==> config.mk <==
export PLATFORM = sky130hd
export DESIGN_NAME = page_alloc_arbiter_flat
export DESIGN_NICKNAME = d
export VERILOG_FILES = /design/src/rtl/page_alloc_arbiter_if.sv /design/src/rtl/page_alloc_arbiter.sv /design/src/flat_wrapper.sv
export SDC_FILE = /design/constraint.sdc
export NUM_CORES = 1
export LEC_CHECK = 0
export CORE_MARGIN = 3
export CORE_UTILIZATION = 40
export DETAILED_ROUTE_END_ITERATION = 8
export GPL_ROUTABILITY_DRIVEN = 0
export PLACE_DENSITY = 0.76
export RECOVER_POWER = 25
export REMOVE_ABC_BUFFERS = 1
export SKIP_CTS_REPAIR_TIMING = 1
export SYNTH_ARGS = -nofsm -noshare
export SYNTH_HDL_FRONTEND = slang
export SYNTH_SLANG_ARGS = --single-unit
export TNS_END_PERCENT = 50
==> constraint.sdc <==
create_clock -name clk -period 5.7 [get_ports clk]
set_input_delay 1.14 -clock clk [delete_from_list [all_inputs] [get_ports clk]]
set_output_delay 1.14 -clock clk [all_outputs]
set_load 0.01 [all_outputs]
==> src/rtl/page_alloc_arbiter_if.sv <==
// Signal bundle linking the page allocation arbiter to its write requesters, release source and page-state block.
// The slave modport is the arbiter's view; the master modport is the surrounding logic's view.
interface page_alloc_arbiter_if;
  logic        arb_en;
  logic [15:0] wr_req;
  logic [15:0] wr_grant;
  logic [10:0] grant_page;
  logic        rel_valid;
  logic [3:0]  rel_port;
  logic [10:0] rel_addr;
  logic        rel_ready;
  logic        wr_op;
  logic [3:0]  wr_port;
  logic        rd_op;
  logic [3:0]  rd_port;
  logic [10:0] rd_addr;
  logic [3:0]  request_port;
  logic [10:0] page_amount;
  logic [10:0] null_ptr;
  logic [10:0] free_space;
  logic [1:0]  arb_state;

  modport slave (
    input  arb_en, wr_req, rel_valid, rel_port, rel_addr, page_amount, null_ptr, free_space,
    output wr_grant, grant_page, rel_ready, wr_op, wr_port, rd_op, rd_port, rd_addr,
           request_port, arb_state
  );

  modport master (
    output arb_en, wr_req, rel_valid, rel_port, rel_addr, page_amount, null_ptr, free_space,
    input  wr_grant, grant_page, rel_ready, wr_op, wr_port, rd_op, rd_port, rd_addr,
           request_port, arb_state
  );
endinterface

==> src/rtl/page_alloc_arbiter.sv <==
// Round-robin page allocator for 16 write ports with per-port quota and free-page reserve.
// Grant and release strobes appear one cycle after acceptance; releases are always accepted, grants only in ACTIVE.
module page_alloc_arbiter #(
  parameter logic [10:0] PORT_QUOTA   = 11'd1024,
  parameter logic [10:0] FREE_RESERVE = 11'd0
) (
  input logic                 clk,
  input logic                 rst_n,
  page_alloc_arbiter_if.slave bus
);

  typedef enum logic [1:0] {
    ST_IDLE   = 2'd0,
    ST_ACTIVE = 2'd1,
    ST_FULL   = 2'd2,
    ST_HOLD   = 2'd3
  } state_t;

  state_t      r_state, w_state_nxt;
  logic [3:0]  r_rr_ptr, w_rr_nxt;
  logic        r_wr_op, r_rd_op;
  logic [3:0]  r_wr_port, r_rd_port;
  logic [10:0] r_rd_addr;

  logic [31:0] w_req_dbl;
  logic [15:0] w_req_rot;
  logic [3:0]  w_off, w_cand;
  logic        w_cand_vld;
  logic [11:0] w_free_sum, w_eff_free, w_amt_sum, w_eff_amount;
  logic        w_amt_inc, w_amt_dec, w_free_ok, w_quota_ok, w_any_req;
  logic        w_grant, w_adv;

  // Rotate so bit 0 is the port at rr_ptr; the lowest set bit is then the candidate offset.
  assign w_req_dbl = {bus.wr_req, bus.wr_req};
  assign w_req_rot = 16'(w_req_dbl >> r_rr_ptr);

  always_comb begin
    w_off      = 4'd0;
    w_cand_vld = 1'b0;
    for (int i = 15; i >= 0; i--) begin
      if (w_req_rot[i]) begin
        w_off      = 4'(i);
        w_cand_vld = 1'b1;
      end
    end
  end

  assign w_cand = r_rr_ptr + w_off;

  // Free count and page count lag our own strobes by one edge, so fold the in-flight ops in.
  assign w_free_sum   = {1'b0, bus.free_space} + {11'd0, r_rd_op};
  assign w_eff_free   = (r_wr_op && w_free_sum == 12'd0) ? 12'd0 : w_free_sum - {11'd0, r_wr_op};
  assign w_amt_inc    = r_wr_op && (r_wr_port == w_cand);
  assign w_amt_dec    = r_rd_op && (r_rd_port == w_cand);
  assign w_amt_sum    = {1'b0, bus.page_amount} + {11'd0, w_amt_inc};
  assign w_eff_amount = (w_amt_dec && w_amt_sum == 12'd0) ? 12'd0 : w_amt_sum - {11'd0, w_amt_dec};
  assign w_free_ok    = w_eff_free > {1'b0, FREE_RESERVE};
  assign w_quota_ok   = w_eff_amount < {1'b0, PORT_QUOTA};
  assign w_any_req    = |bus.wr_req;

  always_comb begin
    w_state_nxt = r_state;
    w_adv       = 1'b0;
    w_grant     = 1'b0;
    // A candidate at quota still moves the pointer so it cannot starve the others.
    if (r_state == ST_ACTIVE && bus.arb_en && w_cand_vld && w_free_ok) begin
      w_adv   = 1'b1;
      w_grant = w_quota_ok;
    end
    if (!bus.arb_en) begin
      w_state_nxt = ST_HOLD;
    end else begin
      case (r_state)
        ST_IDLE:   if (w_any_req) w_state_nxt = ST_ACTIVE;
        ST_ACTIVE: begin
          if (!w_any_req)      w_state_nxt = ST_IDLE;
          else if (!w_free_ok) w_state_nxt = ST_FULL;
        end
        ST_FULL:   if (w_free_ok) w_state_nxt = w_any_req ? ST_ACTIVE : ST_IDLE;
        ST_HOLD:   w_state_nxt = ST_IDLE;
        default:   w_state_nxt = ST_IDLE;
      endcase
    end
  end

  assign w_rr_nxt = w_adv ? (w_cand + 4'd1) : r_rr_ptr;

  always_ff @(posedge clk or negedge rst_n) begin
    if (!rst_n) begin
      r_state   <= ST_IDLE;
      r_rr_ptr  <= 4'd0;
      r_wr_op   <= 1'b0;
      r_wr_port <= 4'd0;
      r_rd_op   <= 1'b0;
      r_rd_port <= 4'd0;
      r_rd_addr <= 11'd0;
    end else begin
      r_state   <= w_state_nxt;
      r_rr_ptr  <= w_rr_nxt;
      r_wr_op   <= w_grant;
      r_wr_port <= w_grant ? w_cand : 4'd0;
      r_rd_op   <= bus.rel_valid;
      r_rd_port <= bus.rel_valid ? bus.rel_port : 4'd0;
      r_rd_addr <= bus.rel_valid ? bus.rel_addr : 11'd0;
    end
  end

  assign bus.wr_grant     = r_wr_op ? (16'd1 << r_wr_port) : 16'd0;
  assign bus.grant_page   = r_wr_op ? bus.null_ptr : 11'd0;
  assign bus.rel_ready    = rst_n;
  assign bus.wr_op        = r_wr_op;
  assign bus.wr_port      = r_wr_port;
  assign bus.rd_op        = r_rd_op;
  assign bus.rd_port      = r_rd_port;
  assign bus.rd_addr      = r_rd_addr;
  assign bus.request_port = w_cand_vld ? w_cand : 4'd0;
  assign bus.arb_state    = r_state;

endmodule
==> src/flat_wrapper.sv <==
// flat-port wrapper written by rule: the top's interface ports become plain ports
module page_alloc_arbiter_flat 
#(
  parameter logic [10:0] PORT_QUOTA   = 11'd1024,
  parameter logic [10:0] FREE_RESERVE = 11'd0
)
  (clk, rst_n, bus_arb_en, bus_wr_req, bus_rel_valid, bus_rel_port, bus_rel_addr, bus_page_amount, bus_null_ptr, bus_free_space, bus_wr_grant, bus_grant_page, bus_rel_ready, bus_wr_op, bus_wr_port, bus_rd_op, bus_rd_port, bus_rd_addr, bus_request_port, bus_arb_state);
  page_alloc_arbiter_if bus_i ();
  input logic clk;
  input logic rst_n;
  input wire logic [$bits(bus_i.arb_en)-1:0] bus_arb_en;
  input wire logic [$bits(bus_i.wr_req)-1:0] bus_wr_req;
  input wire logic [$bits(bus_i.rel_valid)-1:0] bus_rel_valid;
  input wire logic [$bits(bus_i.rel_port)-1:0] bus_rel_port;
  input wire logic [$bits(bus_i.rel_addr)-1:0] bus_rel_addr;
  input wire logic [$bits(bus_i.page_amount)-1:0] bus_page_amount;
  input wire logic [$bits(bus_i.null_ptr)-1:0] bus_null_ptr;
  input wire logic [$bits(bus_i.free_space)-1:0] bus_free_space;
  output wire logic [$bits(bus_i.wr_grant)-1:0] bus_wr_grant;
  output wire logic [$bits(bus_i.grant_page)-1:0] bus_grant_page;
  output wire logic [$bits(bus_i.rel_ready)-1:0] bus_rel_ready;
  output wire logic [$bits(bus_i.wr_op)-1:0] bus_wr_op;
  output wire logic [$bits(bus_i.wr_port)-1:0] bus_wr_port;
  output wire logic [$bits(bus_i.rd_op)-1:0] bus_rd_op;
  output wire logic [$bits(bus_i.rd_port)-1:0] bus_rd_port;
  output wire logic [$bits(bus_i.rd_addr)-1:0] bus_rd_addr;
  output wire logic [$bits(bus_i.request_port)-1:0] bus_request_port;
  output wire logic [$bits(bus_i.arb_state)-1:0] bus_arb_state;
  assign bus_i.arb_en = bus_arb_en;
  assign bus_i.wr_req = bus_wr_req;
  assign bus_i.rel_valid = bus_rel_valid;
  assign bus_i.rel_port = bus_rel_port;
  assign bus_i.rel_addr = bus_rel_addr;
  assign bus_i.page_amount = bus_page_amount;
  assign bus_i.null_ptr = bus_null_ptr;
  assign bus_i.free_space = bus_free_space;
  assign bus_wr_grant = bus_i.wr_grant;
  assign bus_grant_page = bus_i.grant_page;
  assign bus_rel_ready = bus_i.rel_ready;
  assign bus_wr_op = bus_i.wr_op;
  assign bus_wr_port = bus_i.wr_port;
  assign bus_rd_op = bus_i.rd_op;
  assign bus_rd_port = bus_i.rd_port;
  assign bus_rd_addr = bus_i.rd_addr;
  assign bus_request_port = bus_i.request_port;
  assign bus_arb_state = bus_i.arb_state;
  page_alloc_arbiter #(.PORT_QUOTA(PORT_QUOTA), .FREE_RESERVE(FREE_RESERVE)) u_core (.clk(clk), .rst_n(rst_n), .bus(bus_i));
endmodule
Word level (Yosys, flattened, before mapping)
Cells that the tools add are included.
Widths: inputs -> output; s select.
{"block": "word_totals", "register_bits": 27, "in_bits": 68, "elab_cells": 86}
{"block": "op_classes", "n_mux": 49, "reduce_logical": 12, "n_shift": 2, "n_lt_le_gt_ge": 2, "n_eq_ne": 8, "add_sub_neg": 6}
{"operator": "$mux 4", "n": 19}
{"operator": "$shr 32x4->16", "n": 1}
{"operator": "$add 11x1->12", "n": 2}
{"operator": "$logic_not 12->1", "n": 2}
{"operator": "$mux 12", "n": 2}
{"operator": "$sub 12x1->12", "n": 2}
{"operator": "$mux 11", "n": 2}
{"operator": "$mux 1", "n": 19}
{"operator": "$mux 16", "n": 1}
{"operator": "$reduce_or 16->1", "n": 1}
{"operator": "$shl 1x4->16 const A", "n": 1}
{"operator": "$gt 12x1->1 const B", "n": 1}
{"operator": "$lt 12x11->1 const B", "n": 1}
{"operator": "$mux 2", "n": 5}
{"operator": "$eq 4x4->1", "n": 2}
{"operator": "$pmux 2 s4", "n": 1}
{"operator": "$logic_and 1x1->1", "n": 7}
{"operator": "$ne 3x2->1 const B", "n": 2}
{"operator": "$add 4x1->4 const B", "n": 1}
{"operator": "$add 4x4->4", "n": 1}
{"operator": "$eq 2x2->1 const B", "n": 2}
{"operator": "$ne 4x4->1 const B", "n": 1}
{"operator": "$reduce_and 3->1", "n": 1}
{"operator": "$eq 2x1->1 const B", "n": 1}
{"operator": "$logic_not 2->1", "n": 1}

Logic depth before layout (Yosys ltp)
Gate-level depths: netlist of run 1.
{"block": "depth", "ltp_word": 27, "mapped_depth": 26}

Least setup slack after synthesis of run 1
Ideal clock, no wire load.
{"block": "synth_timing", "kind": "in2reg", "start": "in bus_wr_req[0]", "end": "reg u_core.r_wr_port[0] (netlist: u_core.bus.wr_port[0])", "setup_slack_ps": -323, "required_time_ps": 5619, "arrival_time_ps": 5942, "stages": 20, "path_cell_list": "mux2_2 > mux2_2 > mux4_2 > or2_2 > a221o_1 > o221ai_1 > ha_1 > a21o_1 > a21oi_1 > xnor2_1 > xor2_1 > xnor2_1 > nor3_2 > ha_1 > ha_1 > and3_1 > o31a_1 > or4_1 > o31a_4 > nor3b_2"}
{"block": "synth_via", "elab_chain_cells": 27}
{"element": "from (decl)", "line_no": "flat_wrapper.sv:12", "text": "input wire logic [$bits(bus_i.wr_req)-1:0] bus_wr_req;"}
{"element": "$shr 32x4->16 (*)", "line_no": "page_alloc_arbiter.sv:35", "text": "assign w_req_rot = 16'(w_req_dbl >> r_rr_ptr);"}
{"element": "branches (longest 25 deep; another with $mux 4)"}
{"element": "$mux 4 (*)", "line_no": "page_alloc_arbiter.sv:101", "text": "r_wr_port <= w_grant ? w_cand : 4'd0;"}
{"element": "to (signal assigned)", "line_no": "page_alloc_arbiter.sv:101"}
{"element": "to (decl)", "line_no": "page_alloc_arbiter.sv:22", "text": "logic [3:0] r_wr_port, r_rd_port;"}
Every way passes the cells marked *.
A chain may end at the register's enable or synchronous reset.

Final worst setup path of run 1
{"block": "layout_timing", "start": "in bus_wr_req[1]", "end": "reg u_core.r_wr_port[2] (netlist: u_core.bus.wr_port[2])"}
Same word-level chain as after synthesis.

==> results of run 1 <==
[metal layers]
metal / global-route usage / vias to the layer above
met1: 0.276 / 1786
met5: 0 / -
li1: - / 1744
met2: 0.360 / 153
met3: 0.0393 / 19
met4: 0.0362 / 0
[stage by stage]
step | area, um^2 | util | std cells | setup slack (ps)
2_1_floorplan | 3250 | - | 350 | -326
3_3_place_gp | 5090 | 0.639 | 634 | -844
3_5_place_dp | 5090 | 0.639 | 634 | -946
4_1_cts | 5140 | 0.645 | 638 | -700
5_1_grt | 5450 | 0.684 | 646 | -574
6_report | 5450 | 0.684 | 646 | -295
[power by group]
group | total [mW] | internal, mW | switching, mW
Combinational | 2.71 | 1.41 | 1.29
Clock | 0.116 | 0.0514 | 0.0649
Sequential | 0.265 | 0.220 | 0.0448
Total | 3.09 | 1.69 | 1.40
[layout by cell type (no fill, tap or decap), types with 4 or more instances in the layout]
master           netlist  routed
nor3_1                10      10
a21oi_2                0       5
a22oi_1                6       4
and2_1                33      33
xor2_1                 8       7
a21oi_1               12       7
o21ai_0                8       8
mux2_2                13      10
clkbuf_2               0       6
xnor2_1               11      10
mux2_4                 5       8
nor2_1                27      26
clkdlybuf4s50_1        0     102
inv_1                  8       8
nand3_1               11      11
buf_6                  4       5
nor2b_1                7       7
mux4_2                12      13
nand2b_1               5       5
ha_1                  11       7
buf_4                  1      62
nand4_1                6       6
dfrtp_1               27      27
nand2_1               27      27
and3_1                 6       5
mux2i_1               12       9
dlymetal6s2s_1         0       9
[final cells by class]
class | count | share of cell area
clock buffer | 3 | 0.00758
inverter | 9 | 0.00620
sequential | 27 | 0.124
timing repair buffer | 190 | 0.326
multi-input combinational | 314 | 0.511
clock inverter | 1 | 0.00161
tap | 102 | 0.0234
[registers in the layout, indices dropped and copies added, names as in the netlist]
register	cells
u_core.bus.rd_port	4
u_core.bus.rd_addr	11
u_core.bus.rd_op	1
u_core.bus.wr_op	1
u_core.r_rr_ptr	4
u_core.bus.arb_state	2
u_core.bus.wr_port	4
[worst register-to-register path, cell delays in order, from the launching register on]
cell and delay (ps):
dfrtp_1 390, buf_12 210, mux4_2 570, buf_6 150
a211o_1 260, a221oi_4 270, o22ai_4 120, a21oi_2 200
o31ai_2 70, and3b_2 230, ha_4 210, a21o_1 190
a21oi_2 180, xnor2_2 150, xor2_1 250, xnor2_1 120
nor3_2 230, ha_2 230, ha_4 200, nor4b_4 240
nand4_1 130, or4_1 530, o31a_4 330, nor3_2 170
[worst paths after layout]
check | start | endpoint | slack, ps | depth (start not counted)
max | bus_wr_req[1] | u_core.bus.wr_port[2] | -290 | 23
max in group asynchronous | rst_n | u_core.bus.wr_port[3] | 3090 | 2
max reg2reg | u_core.r_rr_ptr[1] | u_core.bus.wr_port[2] | 10 | 23
min reg2reg | u_core.bus.arb_state[0] | u_core.bus.arb_state[0] | 750 | 2
min | u_core.bus.arb_state[0] | u_core.bus.arb_state[0] | 750 | 2
min in group asynchronous | rst_n | u_core.bus.rd_addr[7] | 1760 | 2
[kinds of logic after synthesis]
kind of cell / synth area share
simple gates: 0.268
compound gates: 0.196
mux: 0.188
buf+inv: 0.0512
flops: 0.199
xor+xnor: 0.0490
fa+ha+maj: 0.0494
==> impl_metrics.sql, run 1 <==
INSERT INTO impl_metrics (metric_group, metric, value, unit) VALUES
('detailed_routing', 'detailed_routing_iteration_count_for_the_pre_antenna_repair_pass', '4', ''),
('detailed_routing', 'met2RoutedLength', '5.54', 'mm'),
('cells_and_area', 'layout-area-overhead-vs-synth', '60.5', '%'),
('timing', 'tightest_slew', '1460', 'ps'),
('worst_setup_path', 'timing.critical_path.max_delay_family', 'compound AO/OA/AOI/OAI gates', ''),
('timing', 'hold_slack', '749', 'ps'),
('cells_and_area', 'num-fill-cells', '585', ''),
('yosys', 'synth.cell_area', '3390', 'um^2'),
('yosys', 'netlist-cell-type-count', '82', ''),
('worst_setup_path', 'arrival', '6200', 'ps'),
('hold_path', 'min-delay-path-class', 'reg -> reg', ''),
('worst_setup_path', 'kind_of_launch_point_of_the_worst_setup_path', 'primary input', ''),
('global_route', 'grt_antenna_before_repair', '0', ''),
('detailed_routing', 'drt_wl_total', '11.2', 'mm'),
('cells_and_area', 'diodes', '0', ''),
('floorplanning', 'die-area', '9630', 'um^2'),
('worst_setup_path', 'critPathKind', 'in -> reg', ''),
('power', 'fin_total_pwr', '3.09', 'mW'),
('yosys', 'synth-seq-cells', '27', ''),
('clock_tree', 'cts_buffer_depth', '2', ''),
('floorplanning', 'floorplan.initialDensity', '0.426', ''),
('yosys', 'synthDominantCellAreaShare', '0.199', ''),
('global_route', 'groute.usage.overall', '0.209', ''),
('timing', 'setup_total_negative_slack', '-1390', 'ps'),
('timing', 'finalHoldViolCount', '0', ''),
('global_route', 'grt_start_max_net_pins', '28', ''),
('detailed_routing', 'top_signal_layer_used', 'met4', ''),
('detailed_routing', 'drt-vias-per-instance', '5.73', ''),
('detailed_routing', 'first_iter_violations', '269', ''),
('detailed_routing', 'wl_met3', '785', 'um'),
('floorplanning', 'core_region_area', '7970', 'um^2'),
('yosys', 'synth_edf_count', '0', ''),
('clock_tree', 'insertion_delay', '280', 'ps'),
('clock_tree', 'cts_tree', 'yes', ''),
('cells_and_area', 'post_route_cells_drive_above_1_share', '0.301', ''),
('floorplanning', 'die_w', '98.1', 'um'),
('detailed_routing', 'vias', '3702', ''),
('global_route', 'wire_length_of_the_first_global_routing_pass', '17.0', 'mm'),
('timing', 'grt_setup_unrepaired', 'yes', ''),
('yosys', 'fraction_of_the_yosys_area_taken_by_sequential_cells', '0.199', ''),
('timing', 'relSlewSlack', '0.0295', ''),
('worst_setup_path', 'slowest_delay', '530', 'ps'),
('global_route', 'globalRouteOverflowTotal', '0', ''),
('global_route', 'grt_pass1_vias', '3591', ''),
('floorplanning', 'row_count', '32', ''),
('floorplanning', 'io-pin-count', '123', ''),
('worst_setup_path', 'worstPathMaxFanout', '5', ''),
('timing', 'finalCriticalPeriod', '5990', 'ps'),
('timing', 'report.final.setup_viol', '5', ''),
('run_status', 'run_status', 'finished, violations left', ''),
('timing', 'fmaxAchievable', '167', 'MHz'),
('yosys', 'synth_ff_type', 'dfrtp_1', ''),
('run_status', 'failed_checks', 'setup timing', ''),
('yosys', 'post_synth_main_area_contributors', 'dfrtp_1 20%, mux4_2 8.0%, and2_1 6.1%', ''),
('yosys', 'syn_area_per_cell', '9.17', 'um^2'),
('timing', 'final.setup.worst_slack', '-295', 'ps'),
('clock_tree', 'cts.htree.levels', '1', ''),
('yosys', 'syn-instance-count', '370', ''),
('detailed_routing', 'met1_length', '4.71', 'mm'),
('detailed_routing', 'route.detailed.wl_per_inst', '17.4', 'um'),
('power', 'power_leakage', '2.25', 'nW'),
('worst_setup_path', 'setup.worst_path.end_class', 'flip-flop', ''),
('worst_setup_path', 'path_buf_inv', '2', ''),
('timing', 'clock_skew', '3.46', 'ps'),
('clock_tree', 'numCtsBuffers', '3', ''),
('floorplanning', 'die_h', '98.1', 'um'),
('power', 'ir_drop', '0.000400', 'V'),
('placement', 'dp.final_hpwl', '8.44', 'mm'),
('timing', 'max_slew_vio_count', '0', ''),
('yosys', 'postSynth.asyncResetShare', '1.00', ''),
('worst_setup_path', 'slowest_stage', 'or4_1', '');
(Power assumes the default switching activity.)
==> run 2: changes to the inputs <==
--- a/config.mk
+++ b/config.mk
@@ -6,10 +6,10 @@
 export NUM_CORES = 1
 export LEC_CHECK = 0
 export CORE_MARGIN = 3
-export CORE_UTILIZATION = 40
+export CORE_UTILIZATION = 46
 export DETAILED_ROUTE_END_ITERATION = 8
 export GPL_ROUTABILITY_DRIVEN = 0
-export PLACE_DENSITY = 0.76
+export PLACE_DENSITY = 0.82
 export RECOVER_POWER = 25
 export REMOVE_ABC_BUFFERS = 1
 export SKIP_CTS_REPAIR_TIMING = 1
==> constraint.sdc (replaced) <==
create_clock -name clk -period 5.6 [get_ports clk]
set_input_delay 1.12 -clock clk [delete_from_list [all_inputs] [get_ports clk]]
set_output_delay 1.12 -clock clk [all_outputs]
set_load 0.01 [all_outputs]
==> impl_metrics.sql, run 2 (synthesized netlist as in run 1, its figures left out) <==
INSERT INTO impl_metrics (metric_group, metric, value, unit) VALUES
('floorplanning', 'die_h', '91.9', 'um'),
('cells_and_area', 'diodes', '0', ''),
('timing', 'relSlewSlack', '0.0100', ''),
('clock_tree', 'cts.htree.levels', '1', ''),
('worst_setup_path', 'slowest_stage', 'mux4_2', ''),
('timing', 'max_slew_vio_count', '0', ''),
('worst_setup_path', 'slowest_delay', '530', 'ps'),
('placement', 'placedInstanceArea', '5130', 'um^2'),
('clock_tree', 'cts_tree', 'yes', ''),
('run_status', 'failed_checks', 'setup timing', ''),
('hold_path', 'min-delay-path-class', 'reg -> reg', ''),
('floorplanning', 'io-pin-count', '123', ''),
('worst_setup_path', 'critPathRequiredTime', '5820', 'ps'),
('global_route', 'grt_pass1_vias', '3643', ''),
('detailed_routing', 'detailed_routing_iteration_count_for_the_pre_antenna_repair_pass', '5', ''),
('detailed_routing', 'drt-vias-per-instance', '6.12', ''),
('global_route', 'met2_usage_in_global_routing', '0.442', ''),
('placement', 'placed_cells', '636', ''),
('worst_setup_path', 'timing.critical_path.from', 'bus_wr_req[1]', ''),
('timing', 'finalHoldViolCount', '0', ''),
('timing', 'finalCriticalPeriod', '6130', 'ps'),
('clock_tree', 'cts.reportedPaths.clkPinSlew', '100', 'ps'),
('global_route', 'groute.usage.overall', '0.248', ''),
('detailed_routing', 'first_iter_violations', '457', ''),
('detailed_routing', 'ant_nets', '0', ''),
('worst_setup_path', 'worstPathMaxFanout', '5', ''),
('floorplanning', 'die_w', '91.9', 'um'),
('job', 'timing.max_cap.violations', '0', ''),
('timing', 'tightest_slew', '1480', 'ps'),
('floorplanning', 'die-area', '8450', 'um^2'),
('placement', 'dp.final_hpwl', '8.61', 'mm'),
('worst_setup_path', 'worst_r2r_startpoint', 'u_core.r_rr_ptr[2]', ''),
('timing', 'final_min_period_over_clock_period', '1.10', ''),
('global_route', 'grt_antenna_before_repair', '0', ''),
('timing', 'grt_setup_unrepaired', 'yes', ''),
('floorplanning', 'floorplan.initialDensity', '0.486', ''),
('worst_setup_path', 'crit_chain', 'buf_6 > mux4_2 > mux2i_2 > nand4bb_1 > nand2_1 > o21ai_1 > or2_4 > a221o_1 > o221ai_2 > ha_2 > a21o_1 > a21oi_2 > xnor2_1 > xor2_1 > xnor2_1 > nor3_2 > ha_2 > ha_4 > nor4b_4 > nand4_1 > or4_1 > o31a_4 > nor3_2', ''),
('cells_and_area', 'instances_no_fill', '648', ''),
('cells_and_area', 'largest_reg_flops', '11', ''),
('timing', 'clock_skew', '6.51', 'ps'),
('clock_tree', 'cts_buffer_depth', '2', ''),
('clock_tree', 'clock_sink_count', '27', ''),
('global_route', 'wire_length_of_the_first_global_routing_pass', '17.4', 'mm'),
('floorplanning', 'row_count', '30', ''),
('global_route', 'grt_start_max_net_pins', '38', ''),
('cells_and_area', 'post_route_cells_drive_above_1_share', '0.324', ''),
('power', 'power_leakage', '2.25', 'nW'),
('worst_setup_path', 'regToRegSetupSlack', '-400', 'ps'),
('timing', 'final.setup.worst_slack', '-533', 'ps'),
('detailed_routing', 'vias', '3965', ''),
('detailed_routing', 'route.detailed.wl_per_inst', '18.6', 'um'),
('clock_tree', 'numCtsBuffers', '3', ''),
('power', 'cellPowerDensity', '594', 'nW/um^2'),
('cells_and_area', 'layout-area-overhead-vs-synth', '60.7', '%'),
('power', 'fin_total_pwr', '3.24', 'mW'),
('hold_path', 'worst_hold_startpoint', 'u_core.bus.arb_state[0]', ''),
('timing', 'report.final.setup_viol', '8', ''),
('timing', 'fmaxAchievable', '163', 'MHz'),
('global_route', 'grt_use_met1', '0.302', ''),
('detailed_routing', 'detail_route.drc_violations', '0', ''),
('run_status', 'run_status', 'finished, violations left', ''),
('global_route', 'met3_track_utilization_from_global_routing', '0.0574', ''),
('global_route', 'globalRouteOverflowTotal', '0', ''),
('cells_and_area', 'finish.net_count', '633', ''),
('worst_setup_path', 'kind_of_launch_point_of_the_worst_setup_path', 'primary input', ''),
('cells_and_area', 'post-route-util', '0.781', ''),
('global_route', 'grt.busiest_layer', 'met2', ''),
('detailed_routing', 'drt_wl_total', '12.1', 'mm'),
('cells_and_area', 'most_common_library_cell_in_the_layout_ignoring_fill_and_taps', 'clkdlybuf4s50_1', ''),
('worst_setup_path', 'arrival', '6350', 'ps'),
('worst_setup_path', 'critPathKind', 'in -> reg', ''),
('cells_and_area', 'mostFrequentLayoutCells', '104 x clkdlybuf4s50_1, 70 x buf_4, 33 x and2_1', ''),
('clock_tree', 'clock_tree.root_cell', 'clkbuf_8', ''),
('power', 'ir_drop', '0.000339', 'V'),
('worst_setup_path', 'setup.worst_path.end_class', 'flip-flop', ''),
('cells_and_area', 'postLayoutCellArea', '5460', 'um^2'),
('clock_tree', 'insertion_delay', '280', 'ps'),
('floorplanning', 'core_region_area', '6980', 'um^2'),
('placement', 'placement.io_buffers', '122', ''),
('timing', 'hold_slack', '706', 'ps');
## run 2: cell count changes in the layout (fill, tap and decap cells not counted), sizes merged
| cell | before | now |
|---|---|---|
| clkdlybuf4s50 | 102 | 104 |
| buf | 71 | 81 |
| dlymetal6s2s | 9 | 5 |
## run 2: per-layer routing
layer | part of all wire | routed length, um
met2 | 0.49 | 5860
met3 | 0.097 | 1180
met4 | 0.033 | 393
met5 | 0 | 0
met1 | 0.38 | 4640
## run 2: power breakdown
group          internal, mW  switching, mW  leakage (nW)
logic                  1.45           1.40          1.89
registers             0.224         0.0509         0.341
clock network        0.0524         0.0688        0.0261
## run 2: cell type report
cell class	instances	area, um^2
Multi-Input combinational cell	314	2760
Clock inverter	1	8.76
Fill cell	430	1530
Sequential cell	27	676
Clock buffer	3	41.3
Tap cell	96	120
Timing Repair Buffer	198	1810
Inverter	9	33.8
## run 2: path summary, 6_finish.rpt
path                                           end  cells after the start
setup / recovery             u_core.bus.wr_port[3]                     23
hold / removal             u_core.bus.arb_state[0]                      2
setup reg to reg             u_core.bus.wr_port[3]                     23
hold reg to reg            u_core.bus.arb_state[0]                      2
max in group asynchronous    u_core.bus.rd_addr[0]                      2
min in group asynchronous  u_core.bus.arb_state[1]                      2
## run 2: worst max-delay path, delay by kind of cell
kind                       cells  cell delay, ps
and+or+nand+nor                8            1870
AOI/OAI and AO/OA              6            1090
muxes                          2             770
xor gates and xnor gates       3             700
adders and majority gates      3             690
buffers and inverters          1             100
## run 2: through the flow
stage               setup TNS [ps]  setup WS, ps
global route                 -4470          -729
floorplan                    -1970          -419
global placement             -5870          -891
CTS                          -5660          -784
finish                       -3240          -533
detailed placement           -7000         -1060
